[config.mk]
export PLATFORM = sky130hd
export DESIGN_NAME = vga_timing_gen
export DESIGN_NICKNAME = d
export VERILOG_FILES = /design/src/rtl/vga_timing_pkg.sv /design/src/rtl/pixel_tick_div.sv /design/src/rtl/vga_timing_gen.sv
export SDC_FILE = /design/constraint.sdc
export NUM_CORES = 1
export LEC_CHECK = 0
export ABC_CLOCK_PERIOD_IN_PS = 5700
export CAP_MARGIN = 20
export CORE_MARGIN = 3
export CORE_UTILIZATION = 51
export DETAILED_ROUTE_END_ITERATION = 8
export GPL_ROUTABILITY_DRIVEN = 0
export PLACE_DENSITY = 0.87
export SYNTH_ARGS = -nofsm -noshare
export SYNTH_HDL_FRONTEND = slang
export SYNTH_HIERARCHICAL = 1
export SYNTH_SLANG_ARGS = --single-unit
export TNS_END_PERCENT = 100
[constraint.sdc]
create_clock -name clk -period 5.7 [get_ports clk]
set_input_delay 0.57 -clock clk [delete_from_list [all_inputs] [get_ports clk]]
set_output_delay 0.57 -clock clk [all_outputs]
set_load 0.05 [all_outputs]
[src/rtl/vga_timing_pkg.sv]
// Shared VGA 640x480@60 timing constants and the 3-3-2 pixel layout.
// The pixel draw modules import this package as well.
package vga_timing_pkg;

  localparam int unsigned POS_W = 10;

  localparam int unsigned DEF_CLK_DIV  = 4;
  localparam int unsigned DEF_H_ACTIVE = 640;
  localparam int unsigned DEF_H_FP     = 16;
  localparam int unsigned DEF_H_SYNC   = 96;
  localparam int unsigned DEF_H_BP     = 48;
  localparam int unsigned DEF_V_ACTIVE = 480;
  localparam int unsigned DEF_V_FP     = 10;
  localparam int unsigned DEF_V_SYNC   = 2;
  localparam int unsigned DEF_V_BP     = 33;

  localparam int unsigned DEF_H_TOTAL = DEF_H_ACTIVE + DEF_H_FP + DEF_H_SYNC + DEF_H_BP;
  localparam int unsigned DEF_V_TOTAL = DEF_V_ACTIVE + DEF_V_FP + DEF_V_SYNC + DEF_V_BP;
  localparam int unsigned DEF_HS_START = DEF_H_ACTIVE + DEF_H_FP;
  localparam int unsigned DEF_HS_END   = DEF_HS_START + DEF_H_SYNC;
  localparam int unsigned DEF_VS_START = DEF_V_ACTIVE + DEF_V_FP;
  localparam int unsigned DEF_VS_END   = DEF_VS_START + DEF_V_SYNC;

  typedef logic [POS_W-1:0] pos_t;

  // Bit layout of the 8-bit colour bus: {R[2:0], G[2:0], B[1:0]}.
  typedef struct packed {
    logic [2:0] r;
    logic [2:0] g;
    logic [1:0] b;
  } color_t;

  function automatic logic in_window(input pos_t pos, input pos_t lo, input pos_t hi);
    return (pos >= lo) && (pos < hi);
  endfunction

endpackage

[src/rtl/pixel_tick_div.sv]
// Free-running divider producing a one-clock pixel strobe every CLK_DIV clocks.
// CLK_DIV must be at least 2.
module pixel_tick_div #(
  parameter int unsigned CLK_DIV = 4
) (
  input  logic clk,
  input  logic rst,
  output logic tick
);

  localparam int unsigned DW = $clog2(CLK_DIV);
  localparam logic [DW-1:0] LAST = DW'(CLK_DIV - 1);

  logic [DW-1:0] div;

  always_ff @(posedge clk) begin
    if (rst) begin
      div <= '0;
    end else if (div == LAST) begin
      div <= '0;
    end else begin
      div <= div + DW'(1);
    end
  end

  assign tick = (div == LAST);

endmodule

[src/rtl/vga_timing_gen.sv]
// VGA raster counters, sync generation and the blanked, registered 3-3-2 DAC stage.
// Pins lag the counters by one pixel tick so colour and sync stay aligned.
module vga_timing_gen
  import vga_timing_pkg::*;
#(
  parameter int unsigned CLK_DIV  = DEF_CLK_DIV,
  parameter int unsigned H_ACTIVE = DEF_H_ACTIVE,
  parameter int unsigned H_FP     = DEF_H_FP,
  parameter int unsigned H_SYNC   = DEF_H_SYNC,
  parameter int unsigned H_BP     = DEF_H_BP,
  parameter int unsigned V_ACTIVE = DEF_V_ACTIVE,
  parameter int unsigned V_FP     = DEF_V_FP,
  parameter int unsigned V_SYNC   = DEF_V_SYNC,
  parameter int unsigned V_BP     = DEF_V_BP
) (
  input  logic       clk,
  input  logic       rst,
  input  logic [7:0] in_color,
  output logic [9:0] hpos,
  output logic [9:0] vpos,
  output logic       en,
  output logic       pix_tick,
  output logic       frame_start,
  output logic       vga_hs,
  output logic       vga_vs,
  output logic [2:0] vga_r,
  output logic [2:0] vga_g,
  output logic [1:0] vga_b
);

  localparam pos_t H_LAST   = pos_t'(H_ACTIVE + H_FP + H_SYNC + H_BP - 1);
  localparam pos_t V_LAST   = pos_t'(V_ACTIVE + V_FP + V_SYNC + V_BP - 1);
  localparam pos_t H_ACT    = pos_t'(H_ACTIVE);
  localparam pos_t V_ACT    = pos_t'(V_ACTIVE);
  localparam pos_t HS_START = pos_t'(H_ACTIVE + H_FP);
  localparam pos_t HS_END   = pos_t'(H_ACTIVE + H_FP + H_SYNC);
  localparam pos_t VS_START = pos_t'(V_ACTIVE + V_FP);
  localparam pos_t VS_END   = pos_t'(V_ACTIVE + V_FP + V_SYNC);

  logic   hs_n;
  logic   vs_n;
  logic   line_end;
  logic   frame_end;
  color_t pix_q;

  pixel_tick_div #(.CLK_DIV(CLK_DIV)) u_div (
    .clk  (clk),
    .rst  (rst),
    .tick (pix_tick)
  );

  assign line_end  = (hpos == H_LAST);
  assign frame_end = line_end && (vpos == V_LAST);

  always_ff @(posedge clk) begin
    if (rst) begin
      hpos <= '0;
      vpos <= '0;
    end else if (pix_tick) begin
      if (line_end) begin
        hpos <= '0;
        vpos <= (vpos == V_LAST) ? '0 : vpos + 10'd1;
      end else begin
        hpos <= hpos + 10'd1;
      end
    end
  end

  // Pulse lands in the cycle the counters first show (0,0), never at reset release.
  always_ff @(posedge clk) begin
    if (rst) begin
      frame_start <= 1'b0;
    end else begin
      frame_start <= pix_tick && frame_end;
    end
  end

  assign en   = (hpos < H_ACT) && (vpos < V_ACT);
  assign hs_n = !in_window(hpos, HS_START, HS_END);
  assign vs_n = !in_window(vpos, VS_START, VS_END);

  always_ff @(posedge clk) begin
    if (rst) begin
      pix_q  <= '0;
      vga_hs <= 1'b1;
      vga_vs <= 1'b1;
    end else if (pix_tick) begin
      pix_q  <= en ? color_t'(in_color) : '0;
      vga_hs <= hs_n;
      vga_vs <= vs_n;
    end
  end

  assign vga_r = pix_q.r;
  assign vga_g = pix_q.g;
  assign vga_b = pix_q.b;

endmodule

=== Word level (Yosys, flattened, before mapping) ===
Index checks and enable logic that the tools add are counted.

* $add $sub $neg: 3
* $lt $le $gt $ge: 6
* Equal/unequal tests: 3
* Mux-type cells: 3
* Reductions and logical operators: 9

{| class="wikitable"
|+ Operator list
! operator !! number
|-
| adder 10 x 1 -> 10 bit (second input constant) || 2
|-
| == test 10 bit (second input constant) || 2
|-
| less-than comparator 10 bit (second input constant) || 2
|-
| less-than comparator 10 x 9 -> 1 bit (second input constant) || 2
|-
| two-way mux 10 bit || 2
|-
| greater-or-equal comparator 10 bit (second input constant) || 1
|-
| greater-or-equal comparator 10 x 9 -> 1 bit (second input constant) || 1
|-
| two-way mux 8 bit || 1
|-
| logical AND 1 bit || 5
|-
| adder 2 x 1 -> 2 bit (second input constant) || 1
|-
| == test 2 bit (second input constant) || 1
|-
| zero test 1 bit || 2
|-
| AND reduction 2 bit || 1
|-
| OR reduction 2 bit || 1
|}

* Register bits after elaboration: 33
* Input port bits: 10
* Output and inout bits: 33
* Word-level logic and storage cells: 33

=== Longest topological paths before layout ===
* Word-level depth: 3
* Mapped depth: 7
* Gate-level depth less buffers: 6

=== Cells and area by module ===
The synthesis kept the hierarchy.

{| class="wikitable"
|+ By module, submodules not included
! module !! instances !! cells each !! area each (µm²) !! seq. area each (µm²)
|-
| vga_timing_gen || 1 || 167 || 1503.9 || 620.6
|-
| pixel_tick_div || 1 || 5 || 75.1 || 40.0
|}

=== Worst setup path after synthesis ===
OpenSTA, ideal clock, no wires.

* Path kind: reg2out
* From: reg vpos[5]
* To: out en
* Arrival: 1.706 ns
* Data required time: 5.130 ns
* Setup slack: 3.424 ns
* Stages on the path, launching flop included: 3
* Buffers on the path: 0
* Cells stage by stage: dfxtp_1 and4_1 nor3_2

* Word-level cells in the longest chain between the ends: 2

{| class="wikitable"
|+ Ends and longest elaborated chain
! item !! line !! RTL
|-
| start: declaration || vga_timing_gen.sv:20 || <nowiki>output logic [9:0] vpos,</nowiki>
|-
| start signal: assignment || vga_timing_gen.sv:62 || <nowiki>vpos <= (vpos == V_LAST) ? '0 : vpos + 10'd1;</nowiki>
|-
| less-than comparator 10 x 9 -> 1 bit || vga_timing_gen.sv:78 || <nowiki>assign en = (hpos < H_ACT) && (vpos < V_ACT);</nowiki>
|-
| logical AND 1 bit || vga_timing_gen.sv:78 ||
|-
| end: declaration || vga_timing_gen.sv:21 || <nowiki>output logic en,</nowiki>
|}

No other way between the ends.

=== Final worst setup path ===
* From: reg u_div.div[0]
* To: out pix_tick

* Word-level cells in the longest chain between the ends: 1

{| class="wikitable"
|+ Ends and longest elaborated chain
! item !! line !! RTL
|-
| start: declaration || pixel_tick_div.sv:14 || <nowiki>logic [DW-1:0] div;</nowiki>
|-
| start signal: assignment || pixel_tick_div.sv:22 || <nowiki>div <= div + DW'(1);</nowiki>
|-
| == test 2 bit || pixel_tick_div.sv:26 || <nowiki>assign tick = (div == LAST);</nowiki>
|-
| end: declaration || vga_timing_gen.sv:22 || <nowiki>output logic pix_tick,</nowiki>
|}

No other way between the ends.

==> impl_metrics.ini <==
[sta]
setup-violations-final = 0
finalCriticalPeriod_ns = 3.08
tns_ns = 0
tightest_slew_ns = 0.997
period_share_pct = 54.0
final_hold_viol_count = 0
finalMaxSlewViolations = 0
fin_skew_ns = 0.0112
slew_headroom_pct = 33.5
fin_ws_ns = 2.62
grt_setup_unrepaired = no
maxClockFrequency_mhz = 325
hold_slack_ns = 0.457

[finish]
final_nets = 227
final_cell_mix = clkdlybuf4s50_1, dfxtp_1, a21oi_1, nor2_1, nand3_1
final_area_sq_um = 2020
area_delta_synth_final_pct = 28.1
regArea_sq_um = 661
fillers = 246
drive_gt1_share_pct = 10.3
multi_input_area_sq_um = 833
layout_commonest_cell = clkdlybuf4s50_1
diodes = 0

[clock_network]
cts_setup_buffers = 0
clkTransAtPathRegs_ns = 0.10
post_cts_resized = 0
numClockSinks = 33
ctsHoldBuffers = 0
htreeDepth = 2
cts_buffers = 5
root_buffer = clkbuf_4
clk_path_buf_depth = 2
clock_latency_ns = 0.33
cts_tree = done

[synthesis]
synth_cell_type_count = 44
synth.net_count = 187
ys.warnings.count = 6
ys_seq_elements = 33
syn_area_sq_um = 1580
netlist_instances = 172
yosysSeqAreaShare_pct = 41.8
syn_avg_cell_area_sq_um = 9.18
synth-edff-count = 0
synth_flop_cell = dfxtp_1
ys_async_sr_fraction_pct = 0

[critical_path]
cp_slowest_cell = clkdlybuf4s50_1
cp_max_fo = 30
r2r_cells = 5
worstPathRequired_ns = 5.13
cp-end-kind = output port
arrival_ns = 2.51
cp_cell_sequence = ha_1 -> clkdlybuf4s50_1
r2r_setup_slack_ns = 2.91
crit_type = reg -> out
r2r-end = vpos[9]
r2r_start = u_div/div[0]
critPathMaxStageDelay_ns = 0.97
cp-endpoint = pix_tick
start_kind = register
startpoint = u_div/div[0]

[placement]
pre_cts_ws_ns = 3.03
io_buffers = 42
placed_area_sq_um = 1970
dp_hpwl_mm = 2.73

[power]
cellLeakagePower_uw = 0.000675
cellPowerDensity_nw_per_um2 = 201
ir_drop_mv = 0.149

[floorplan]
die-width_um = 61.6
ios = 43
fp.dieH_um = 61.6
core-area_sq_um = 2850
die_area_sq_um = 3800
rows = 19
start_util_pct = 55.4

[run_status]
outcome = finished clean

[grt]
grt_pass1_vias = 1376
grt_pass1_wl_mm = 6.09
grtUsageTotal_pct = 21.6
grt.met1_usage_pct = 25.4
grt_overflow = 0
top_usage_layer = met2
grtUsageMet2_pct = 36.9
antenna_found_initial = 0
grt_max_degree = 31
grt_use_met3_pct = 5.03

[routing]
dr.pass1.iters = 4
avgRoutedWirePerCell_um = 15.5
vias_per_cell = 5.86
drt_iter0_markers = 64
drc = 0
drtAntennaViolNets = 0
vias = 1430
wl_mm = 3.78

[run]
cap_viol_max_count = 0

[hold_path]
holdCritPathClass = reg -> reg
-- cell usage after synthesis (2+ instances only) --
library cell	instances	share of area, %
nand3_1	11	3.5
ha_1	5	4.0
nor2_1	14	3.3
clkbuf_1	3	0.71
nor3_2	2	1.3
nand2b_1	9	3.6
xor2_1	6	3.3
inv_1	5	1.2
xnor2_1	5	2.8
a21oi_1	15	4.8
and3_2	2	0.95
buf_6	2	1.4
nand2_1	7	1.7
o21ai_0	6	1.9
dfxtp_1	33	42
nor3_1	5	1.6
or3_2	2	0.95
nand4_1	9	3.6
and4_2	2	1.3
and4_1	2	1.1
or3_1	4	1.6
-- how the worst min path moves through the flow --
stage / start / endpoint / slack, ns / cells after the start
4_1_cts: u_div/div[0] / u_div/div[0] / 0.47 / 1
3_3_place_gp: u_div/div[0] / u_div/div[0] / 0.41 / 1
2_1_floorplan: u_div/div[0] / u_div/div[0] / 0.41 / 1
5_1_grt: u_div/div[0] / u_div/div[0] / 0.48 / 1
6_report: u_div/div[0] / u_div/div[0] / 0.46 / 1
3_5_place_dp: u_div/div[0] / u_div/div[0] / 0.43 / 1
-- flip-flops by register name, summed over array words and instances (netlist names) --
register and count:
u_div/div 2, frame_start 1, vpos 10, vga_g 3, vga_vs 1, vga_b 2
hpos 10, vga_r 3, vga_hs 1
-- per-stage QoR --
| step | total power (uW) | std cells | utilization (%) |
|---|---|---|---|
| after floorplan | 271 | 172 | - |
| after global placement | 285 | 236 | 69.1 |
| after detailed placement | 286 | 236 | 69.1 |
| after CTS | 408 | 244 | 70.9 |
| after global routing | 422 | 244 | 70.9 |
| final | 406 | 244 | 70.9 |
-- layer usage --
layer	vias to the layer above	part of all wire, %	wire (um)
met5	-	0	0
met4	0	2.2	83
met3	12	4.2	158
met2	46	52	1960
met1	678	42	1580
li1	694	-	-
-- power breakdown --
part | total (uW) | internal [uW] | switching [uW]
logic | 42.8 | 17.9 | 24.9
registers | 239 | 235 | 3.50
clock network | 124 | 46.9 | 77.3
total | 406 | 300 | 106
-- logic make-up after synthesis --
group | Yosys count | share of synthesized area (%)
adders and majority gates | 5 | 3.96
xor gates and xnor gates | 11 | 6.10
AOI/OAI and AO/OA | 27 | 9.83
DFF | 33 | 41.8
muxes | 1 | 0.634
and+or+nand+nor | 81 | 32.2
buffers and inverters | 14 | 5.39
-- worst max-delay path, delay by kind of cell (launching register included) --
family / cells / cell delay [ns]
adders and majority gates: 1 / 0.83
buffers and inverters: 1 / 0.97
DFF: 1 / 0.37
-- final cells by class --
| type | count | share of cell area (%) |
|---|---|---|
| Inverter | 5 | 0.928 |
| Clock inverter | 2 | 0.495 |
| Sequential cell | 33 | 32.7 |
| Tap cell | 31 | 1.92 |
| Clock buffer | 6 | 2.04 |
| Multi-Input combinational cell | 125 | 41.2 |
| Timing Repair Buffer | 42 | 20.8 |
Note: power is estimated with default switching activity, not from simulation.
